<file path="src/rtl/imu_sensor_regfile.sv">
// imu_sensor_regfile
// Avalon-MM slave register file for the IMU subsystem.
// Collects NUM_IN sensor result channels with new-data and overrun flags
// and an optional coherent snapshot (FREEZE). Exposes NUM_OUT host-written
// channels with one-cycle write strobes, and raises a registered level
// interrupt.
//
// Word address map (S = NUM_IN + NUM_OUT):
//   0 .. NUM_IN-1   input channel data (RO; snapshot while FREEZE=1)
//   NUM_IN .. S-1   output channel data (RW)
//   S               STATUS   new-data bitmask (RO)
//   S+1             CTRL     bit0 FREEZE, bit1 IRQ_EN (RW)
//   S+2             OVERRUN  overrun bitmask (write-1-to-clear)
//   others          read 0, writes ignored
// NUM_IN + NUM_OUT + 3 must not exceed 2**ADDR_W.

module imu_sensor_regfile #(
    parameter int NUM_IN  = 10,
    parameter int NUM_OUT = 3,
    parameter int DATA_W  = 32,
    parameter int ADDR_W  = 5
) (
    input  logic                      clk,
    input  logic                      reset_n,
    input  logic                      chipselect,
    input  logic [ADDR_W-1:0]         addr,
    input  logic                      read,
    input  logic                      write,
    input  logic [31:0]               writedata,
    output logic [31:0]               readdata,
    input  logic [NUM_IN*DATA_W-1:0]  in_data,
    input  logic [NUM_IN-1:0]         in_valid,
    output logic [NUM_OUT*DATA_W-1:0] out_data,
    output logic [NUM_OUT-1:0]        out_valid,
    output logic                      irq
);

    localparam int S = NUM_IN + NUM_OUT;

    localparam logic [ADDR_W-1:0] A_STATUS  = ADDR_W'(S);
    localparam logic [ADDR_W-1:0] A_CTRL    = ADDR_W'(S + 1);
    localparam logic [ADDR_W-1:0] A_OVERRUN = ADDR_W'(S + 2);

    // Zero-extend a channel value to the 32-bit Avalon data bus.
    function automatic logic [31:0] zext_data(input logic [DATA_W-1:0] v);
        logic [31:0] r;
        r = '0;
        r[DATA_W-1:0] = v;
        return r;
    endfunction

    // Zero-pad a per-input-channel bitmask to the 32-bit Avalon data bus.
    function automatic logic [31:0] zext_mask(input logic [NUM_IN-1:0] v);
        logic [31:0] r;
        r = '0;
        r[NUM_IN-1:0] = v;
        return r;
    endfunction

    // Channel storage and flags
    logic [DATA_W-1:0] live [NUM_IN];
    logic [DATA_W-1:0] snap [NUM_IN];
    logic [NUM_IN-1:0] new_flag;
    logic [NUM_IN-1:0] ovr;
    logic              freeze;
    logic              irq_en;

    // Decoded access controls
    logic               rd_en;
    logic               wr_en;
    logic [NUM_IN-1:0]  in_sel;
    logic [NUM_OUT-1:0] out_sel;
    logic               ctrl_wr;
    logic [NUM_IN-1:0]  rd_clr;
    logic [NUM_IN-1:0]  ovr_clr;
    logic [31:0]        rd_mux;

    // Address decode; chipselect gates both read and write.
    always_comb begin
        rd_en   = chipselect & read;
        wr_en   = chipselect & write;
        in_sel  = '0;
        out_sel = '0;
        for (int k = 0; k < NUM_IN; k++) begin
            in_sel[k] = (addr == ADDR_W'(k));
        end
        for (int j = 0; j < NUM_OUT; j++) begin
            out_sel[j] = (addr == ADDR_W'(NUM_IN + j));
        end
        ctrl_wr = wr_en && (addr == A_CTRL);
        rd_clr  = rd_en ? in_sel : '0;
        ovr_clr = (wr_en && (addr == A_OVERRUN)) ? writedata[NUM_IN-1:0] : '0;
    end

    // Read data mux over pre-edge register state; unmapped addresses give 0.
    always_comb begin
        rd_mux = '0;
        for (int k = 0; k < NUM_IN; k++) begin
            if (in_sel[k]) begin
                rd_mux = zext_data(freeze ? snap[k] : live[k]);
            end
        end
        for (int j = 0; j < NUM_OUT; j++) begin
            if (out_sel[j]) begin
                rd_mux = zext_data(out_data[j*DATA_W +: DATA_W]);
            end
        end
        if (addr == A_STATUS) begin
            rd_mux = zext_mask(new_flag);
        end
        if (addr == A_CTRL) begin
            rd_mux = {30'd0, irq_en, freeze};
        end
        if (addr == A_OVERRUN) begin
            rd_mux = zext_mask(ovr);
        end
    end

    // Live channel capture on each channel's valid strobe.
    always_ff @(posedge clk) begin
        if (!reset_n) begin
            for (int k = 0; k < NUM_IN; k++) begin
                live[k] <= '0;
            end
        end else begin
            for (int k = 0; k < NUM_IN; k++) begin
                if (in_valid[k]) begin
                    live[k] <= in_data[k*DATA_W +: DATA_W];
                end
            end
        end
    end

    // Snapshot all live channels only on a FREEZE 0->1 transition.
    always_ff @(posedge clk) begin
        if (!reset_n) begin
            for (int k = 0; k < NUM_IN; k++) begin
                snap[k] <= '0;
            end
        end else if (ctrl_wr && writedata[0] && !freeze) begin
            for (int k = 0; k < NUM_IN; k++) begin
                snap[k] <= live[k];
            end
        end
    end

    // CTRL register.
    always_ff @(posedge clk) begin
        if (!reset_n) begin
            freeze <= 1'b0;
            irq_en <= 1'b0;
        end else if (ctrl_wr) begin
            freeze <= writedata[0];
            irq_en <= writedata[1];
        end
    end

    // New-data and overrun flags; a same-cycle set always beats a clear.
    always_ff @(posedge clk) begin
        if (!reset_n) begin
            new_flag <= '0;
            ovr      <= '0;
        end else begin
            new_flag <= in_valid | (new_flag & ~rd_clr);
            ovr      <= (in_valid & new_flag) | (ovr & ~ovr_clr);
        end
    end

    // Host-written output channels with a one-cycle strobe per write.
    always_ff @(posedge clk) begin
        if (!reset_n) begin
            out_data  <= '0;
            out_valid <= '0;
        end else begin
            out_valid <= wr_en ? out_sel : '0;
            for (int j = 0; j < NUM_OUT; j++) begin
                if (wr_en && out_sel[j]) begin
                    out_data[j*DATA_W +: DATA_W] <= writedata[DATA_W-1:0];
                end
            end
        end
    end

    // Registered read data; holds its value when no read is sampled.
    always_ff @(posedge clk) begin
        if (!reset_n) begin
            readdata <= '0;
        end else if (rd_en) begin
            readdata <= rd_mux;
        end
    end

    // Registered interrupt, one cycle behind the new-data flags and IRQ_EN.
    always_ff @(posedge clk) begin
        if (!reset_n) begin
            irq <= 1'b0;
        end else begin
            irq <= irq_en & (|new_flag);
        end
    end

endmodule

</file>
<file path="config.mk">
export PLATFORM = sky130hd
export DESIGN_NAME = imu_sensor_regfile
export DESIGN_NICKNAME = d
export VERILOG_FILES = /design/src/rtl/imu_sensor_regfile.sv
export SDC_FILE = /design/constraint.sdc
export NUM_CORES = 1
export LEC_CHECK = 0
export CAP_MARGIN = 15
export CORE_MARGIN = 3
export CORE_UTILIZATION = 45
export DETAILED_ROUTE_END_ITERATION = 8
export PLACE_DENSITY = 0.76
export SLEW_MARGIN = 20
export SYNTH_ARGS = -nofsm -noshare
export SYNTH_HDL_FRONTEND = slang
export SYNTH_SLANG_ARGS = --single-unit
</file>
<file path="constraint.sdc">
create_clock -name clk -period 23.3 [get_ports clk]
set_input_delay 3.495 -clock clk [delete_from_list [all_inputs] [get_ports clk]]
set_output_delay 3.495 -clock clk [all_outputs]
set_load 0.03 [all_outputs]
</file>
Yosys cells after proc, flatten, opt, wreduce, memory -nomap -nowiden
Memory sizes are Yosys's and may differ from the RTL's.
Cells that the tools add are included.
W data, S select, Z words.
- flip-flop bits (word level): 154
- latch bits: 0
- RAM bits: 640
- bits in read-only memories: 0
- input bits: 372
- output and inout port bits: 132
- word-level logic and storage cells: 150
- memories kept: 2
- add/sub/neg operators: 0
- multipliers: 0
- divide/modulo/power cells: 0
- magnitude comparators: 0
- equality and inequality tests: 15
- shift operators: 0
- mux-type cells: 82
- bitwise logic cells: 30
- reductions and logical operators: 11
- memory list (memory ; words ; width ; rd ports ; clocked after Yosys merged registers in ; write ports ; RTL line ; source):
    live ; 10 ; 32 ; 10 ; 0 ; 10 ; 61 ; logic [DATA_W-1:0] live [NUM_IN];
    snap ; 10 ; 32 ; 10 ; 0 ; 10 ; 62 ; logic [DATA_W-1:0] snap [NUM_IN];
- operator list (cell ; count):
    $mux W32 ; 46
    $eq A5 B4 Y1 const B ; 8
    $mux W1 ; 34
    $and A10 B10 Y10 ; 3
    $eq A5 B3 Y1 const B ; 4
    $mux W10 ; 2
    $not A10 Y10 ; 2
    $or A1 B1 Y1 ; 20
    $or A10 B10 Y10 ; 2
    $eq A5 B2 Y1 const B ; 2
    $reduce_or A10 Y1 ; 1
    $logic_and A1 B1 Y1 ; 7
    $eq A5 B1 Y1 const B ; 1
    $logic_not A5 Y1 ; 1
    $and A1 B1 Y1 ; 3
    $reduce_and A2 Y1 ; 1
    $logic_not A1 Y1 ; 1

Longest topological paths before layout
Gate-level depths: netlist (run 1).
- word-level depth: 17
- gate-level depth with buffers: 9
- mapped depth without buffers: 5

Worst setup path after synthesis (run 1)
Ideal clock, no wire load.
- path type: input -> register
- start point: input reset_n
- end point: memory snap[0][0] (enable)
- library setup time: 2.398 ns
- arrival time: 9.409 ns
- data required time: 20.902 ns
- slack: 11.493 ns
- cell stages on the path: 4
- path buffers: 3
- cells stage by stage: clkbuf_1 clkbuf_1 clkbuf_1 nand2_1
- RTL lines (item ; RTL line ; source):
    from (decl) ; 24 ; input logic reset_n,
    to (decl) ; 62 ;

==> results of run 1 <==
## metrics by stage
stage / setup slack (ps) / power [mW] / hold WS [ps] / util, % / std cells
after floorplan: 11490 / 1.790 / 427.1 / - / 2977
after global placement: 15030 / 1.948 / 458.4 / 52.62 / 4352
after detailed placement: 14930 / 1.953 / 466.1 / 52.62 / 4352
after CTS: 15580 / 3.317 / 473.8 / 56.12 / 4507
after global routing: 15170 / 3.393 / 501.3 / 56.13 / 4511
final: 15580 / 3.306 / 474.5 / 56.16 / 4521
## cell type report
type                            count  area [sq um]  area share, %
Antenna cell                       14         35.03        0.07732
Clock buffer                      109          2282          5.037
Clock inverter                     46         534.3          1.179
Inverter                            7         27.53        0.06076
Multi-Input combinational cell   1920         13230          29.20
Sequential cell                   794         22310          49.23
Tap cell                         1060          1326          2.927
Timing Repair Buffer              571          5569          12.29
## cell families (layout without fill, tap and decap cells)
logic type | count (synthesis) | in the layout | share of synthesized area (%)
muxes | 290 | 290 | 9.795
and+or+nand+nor | 1108 | 1108 | 16.52
other | 0 | 14 | 0
AOI/OAI and AO/OA | 522 | 522 | 9.529
DFF | 794 | 794 | 60.70
buffers and inverters | 263 | 733 | 3.447
## metal layers
layer	GRT usage (%)	part of all wire [%]	vias up
met1	39.36	41	13140
met2	43.12	45	1463
met4	10.63	3.8	12
met5	0	0.072	-
met3	6.450	10	189
li1	-	-	11970
## report_power, final
part / total (mW) / switching (mW) / internal (mW)
combinational: 0.285 / 0.162 / 0.123
clock: 1.38 / 0.571 / 0.807
sequential: 1.64 / 0.0409 / 1.60
## registers in the layout (all words and copies together), names as in the netlist
register,count
readdata,32
out_data,96
live,320
new_flag,10
irq_en,1
irq,1
ovr,10
snap,320
freeze,1
out_valid,3
## layout by cell type, fill, tap and decap left out, types with 26 or more instances in the layout
cell type,instances
buf_4,68
a22oi_1,34
clkbuf_16,86
mux4_2,53
edfxtp_1,640
a21oi_1,141
clkdlybuf4s50_1,500
dfxtp_1,153
mux2_2,26
nor2_1,80
and2_1,323
and3_1,336
mux2i_1,211
o21ai_0,80
nand2_1,265
o221ai_1,29
o22ai_1,33
## final timing paths
check	cells past startpoint	start	endpoint	slack, ps
min reg2reg	2	out_data[28]	out_data[28]	470
max reg2reg	7	freeze	readdata[8]	18520
max	8	addr[3]	snap[6][27]	15580
min	2	out_data[28]	out_data[28]	470
## worst min-delay path: stages (launching register included)
cell     delay, ps
dfxtp_1        320
nand2_1         60
a21oi_1         50
==> impl_metrics.yaml, run 1 <==
outcome:
  status: "complete, no violations"
floorplanning:
  row_count: 104
  start_util_pct: 45.54
  die-area_sq_mm: 0.08510
  die_w_um: 291.7
  die_height_um: 291.7
  core-area_sq_mm: 0.08068
  boundaryPins: 504
timing:
  max-slew-margin-rel_pct: 22.78
  rsz0062_at_grt: "false"
  finalSetupViolations: 0
  tightestPinTransition_ps: 1146
  hold_viol: 0
  period_share_pct: 33.15
  final_max_slew_viol_count: 0
  fin_tns_setup_ps: 0
  fmax_mhz: 129.5
  fin_crit_ps: 7723
  fin_skew_ps: 28.43
synth:
  synth_edf_count: 640
  synth_top_area_share_pct: 52.31
  yosys-top-cells-area: "edfxtp_1 (52%), dfxtp_1 (8.4%), mux2i_1 (5.7%)"
  synth.largest_area_cell: "edfxtp_1"
  synth_cells: 2977
  ys.flop_type: "edfxtp_1"
  synthTopCellsByCount: "edfxtp_1 (640), and3_1 (336), and2_1 (323)"
  ys_seq_elements: 794
  yosysWarnings: 0
  syn_area_sq_mm: 0.03674
  yosysMostFrequentCell: "edfxtp_1"
  avgSynthCellArea_sq_um: 12.34
  yosysSeqAreaShare_pct: 60.70
  ys_types: 68
  synth_nets: 3349
  async_reset_ff_share_pct: 0
grt:
  grt_pass1_vias: 25460
  antenna_found_initial: 23
  grt_max_degree: 183
  overflow: 0
  grt.total_usage_pct: 28.17
  grt_pass1_wl_mm: 177.1
pwr:
  powerDensity_mw_per_mm2: 72.97
  irDropWorstVdd_mv: 0.05242
  total_leakage_power_nw: 16.68
clock_network:
  htree_levels: 3
  tritoncts: "yes"
  cts_made_buffers: 84
  cts_hold_buf: 0
  cts_max_path_buffers: 3
  cts-resized-gates: 0
  cts_setup_buffers: 0
  clock-sinks: 794
  path_clk_slew_ps: 60
  clk_latency_ps: 630
  clockRootBuffer: "clkbuf_16"
setup_path:
  path_max_fanout: 106
  path_delay_family: "buffers and inverters"
  end_kind: "flip-flop"
  worst_path_max_delay_cell: "clkdlybuf4s50_1"
  critPathLaunchType: "input port"
  cp_slowest_stage_delay_ps: 890
  critPathKind: "input port to flip-flop"
  arrival_ps: 8210
  crit_chain: "clkdlybuf4s50_1 -> nand3b_1 -> nor3_2 -> nand3b_1 -> nor2_4 -> buf_4 -> buf_4 -> and2_1"
  required_ps: 23790
  critPathBufInv: 3
detailed_routing:
  first_pass_iters: 7
  drt_iter0_drc: 3263
  totalWireLength_mm: 123.5
  drt-wirelength-per-cell_um: 27.32
  drc: 0
  viasPerCell: 5.922
  via_count: 26770
  ant_nets: 0
layout:
  fillers: 6633
  fin_nets: 3750
  drive_above_1_share_pct: 9.022
  area_growth_pct: 23.33
  finish.instance_area_sq_mm: 0.04531
job:
  drv_cap: 0
min_path:
  hold_path_class: "flip-flop to flip-flop"
place:
  routabilityCongestion: 0.9631
  numPortBuffers: 503
  detailed_place.area_sq_mm: 0.04246
  hpwl_mm: 88.02
Power figures use the tool's default switching activity.
==> run 2: changes to the inputs <==
==> constraint.sdc (replaced) <==
create_clock -name clk -period 7.8 [get_ports clk]
set_input_delay 1.17 -clock clk [delete_from_list [all_inputs] [get_ports clk]]
set_output_delay 1.17 -clock clk [all_outputs]
set_load 0.03 [all_outputs]
==> run 2 against run 1 <==
Register-to-register slack got worse by 14000 ps. Clock power increased to 2.9 times the previous value. Sequential cell count unchanged. Setup slack got worse by 12000 ps. First-iteration DRC count increased by 13%. Non-clock buffer count decreased by 9. Via count increased by 1.5%. Die area unchanged. Highest routed layer unchanged.
==> impl_metrics.yaml, run 2 (same netlist as run 1, synthesis figures left out) <==
layout:
  top_regs: "live (320), snap (320), out_data (96)"
  area_growth_pct: 23.30
  layout_commonest_cell: "edfxtp_1"
  drive_above_1_share_pct: 8.948
  final_cell_mix: "edfxtp_1 (640), clkdlybuf4s50_1 (500), and3_1 (336)"
  utilization_pct: 56.15
  fin_nets: 3743
  fillers: 6687
grt:
  grt_pass1_wl_mm: 177.1
  antenna_found_initial: 17
  grt_pass1_vias: 25850
  overflow: 0
  grt.total_usage_pct: 28.11
  grt_max_degree: 137
setup_path:
  cp_slowest_stage_delay_ps: 910
  critPathKind: "input port to flip-flop"
  worst_path_max_delay_cell: "clkdlybuf4s50_1"
  arrival_ps: 4940
  required_ps: 8060
  path_max_fanout: 136
  end_kind: "flip-flop"
  cp_common_cell: "nand3b_1"
  crit_chain: "clkdlybuf4s50_1 -> nand3b_1 -> nor3_2 -> nand3b_1 -> nand2_8 -> buf_12"
  path_delay_family: "simple AND/OR/NAND/NOR gates"
  critPathLaunchType: "input port"
  critPathBufInv: 2
detailed_routing:
  drt-wirelength-per-cell_um: 27.39
  totalWireLength_mm: 123.6
  first_pass_iters: 8
  drc: 0
  drt_iter0_drc: 3684
  ant_nets: 0
  via_count: 27170
  viasPerCell: 6.021
floorplanning:
  boundaryPins: 504
  core-area_sq_mm: 0.08068
  die_w_um: 291.7
  row_count: 104
  die_height_um: 291.7
  die-area_sq_mm: 0.08510
  start_util_pct: 45.54
place:
  routabilityCongestion: 0.9030
  hpwl_mm: 87.42
  numPortBuffers: 503
clock_network:
  clk_latency_ps: 660
  cts_hold_buf: 0
  tritoncts: "yes"
  clockRootBuffer: "clkbuf_16"
  cts_setup_buffers: 0
  cts-resized-gates: 0
  htree_levels: 3
  path_clk_slew_ps: 60
  cts_max_path_buffers: 3
  clock-sinks: 794
  cts_made_buffers: 86
job:
  drv_cap: 0
pwr:
  powerDensity_mw_per_mm2: 216.9
  total_leakage_power_nw: 16.64
  irDropWorstVdd_mv: 0.1664
timing:
  period_share_pct: 59.94
  finalSetupViolations: 0
  max-slew-margin-rel_pct: 22.57
  hold_viol: 0
  tightestPinTransition_ps: 1132
  fin_crit_ps: 4675
  fmax_mhz: 213.9
  rsz0062_at_grt: "false"
  final_max_slew_viol_count: 0
  fin_tns_setup_ps: 0
  fin_skew_ps: 34.85
min_path:
  hold_path_class: "flip-flop to flip-flop"
outcome:
  status: "complete, no violations"
==> run 2: area by class of cell <==
| class | count | area [sq um] | area share, % |
|---|---|---|---|
| antenna | 10 | 25.02 | 0.05524 |
| clock buffer | 106 | 2305 | 5.088 |
| sequential | 794 | 22310 | 49.24 |
| inverter | 7 | 27.53 | 0.06077 |
| tap | 1060 | 1326 | 2.928 |
| clock inverter | 53 | 500.5 | 1.105 |
| timing repair buffer | 562 | 5564 | 12.28 |
| multi-input combinational | 1920 | 13240 | 29.24 |
==> run 2: final timing paths <==
| kind | cells after the start | from | slack (ps) | endpoint |
|---|---|---|---|---|
| setup reg to reg | 6 | freeze | 4130 | readdata[5] |
| hold / removal | 2 | out_data[45] | 470 | out_data[45] |
| setup / recovery | 6 | addr[3] | 3120 | snap[4][27] |
| hold reg to reg | 2 | out_data[45] | 470 | out_data[45] |
==> run 2: worst reg2reg max path, cell delays in order (launching register included) <==
cell and delay (ps):
dfxtp_4 690, buf_4 770, or2_2 520, o22ai_1 280, o21a_1 290, o31ai_1 790, a211oi_1 150
==> run 2: routing by layer <==
| layer | vias to the layer above | share of wire, % | GRT usage [%] |
|---|---|---|---|
| li1 | 11970 | - | - |
| met1 | 13360 | 40 | 39.36 |
| met2 | 1616 | 45 | 42.07 |
| met3 | 213 | 11 | 6.503 |
| met4 | 12 | 4.4 | 12.32 |
| met5 | - | 0.061 | 0 |
==> run 2: where the power goes <==
part / internal, mW / total (mW) / switching [mW]
combinational: 0.366 / 0.864 / 0.498
sequential: 4.78 / 4.89 / 0.111
clock: 2.34 / 4.07 / 1.72
total: 7.49 / 9.82 / 2.33
==> run 2: stage by stage <==
stage	power [mW]	std cells	setup slack (ps)	cell area, sq um	hold WS (ps)
final	9.825	4512	3125	45300	474.8
after global routing	10.09	4508	2989	45290	490.2
after CTS	9.858	4501	3277	45250	473.9
after detailed placement	5.830	4342	2626	42450	465.6
after global placement	5.812	4342	2776	42440	458.2
after floorplan	5.334	2977	1559	36740	427.1
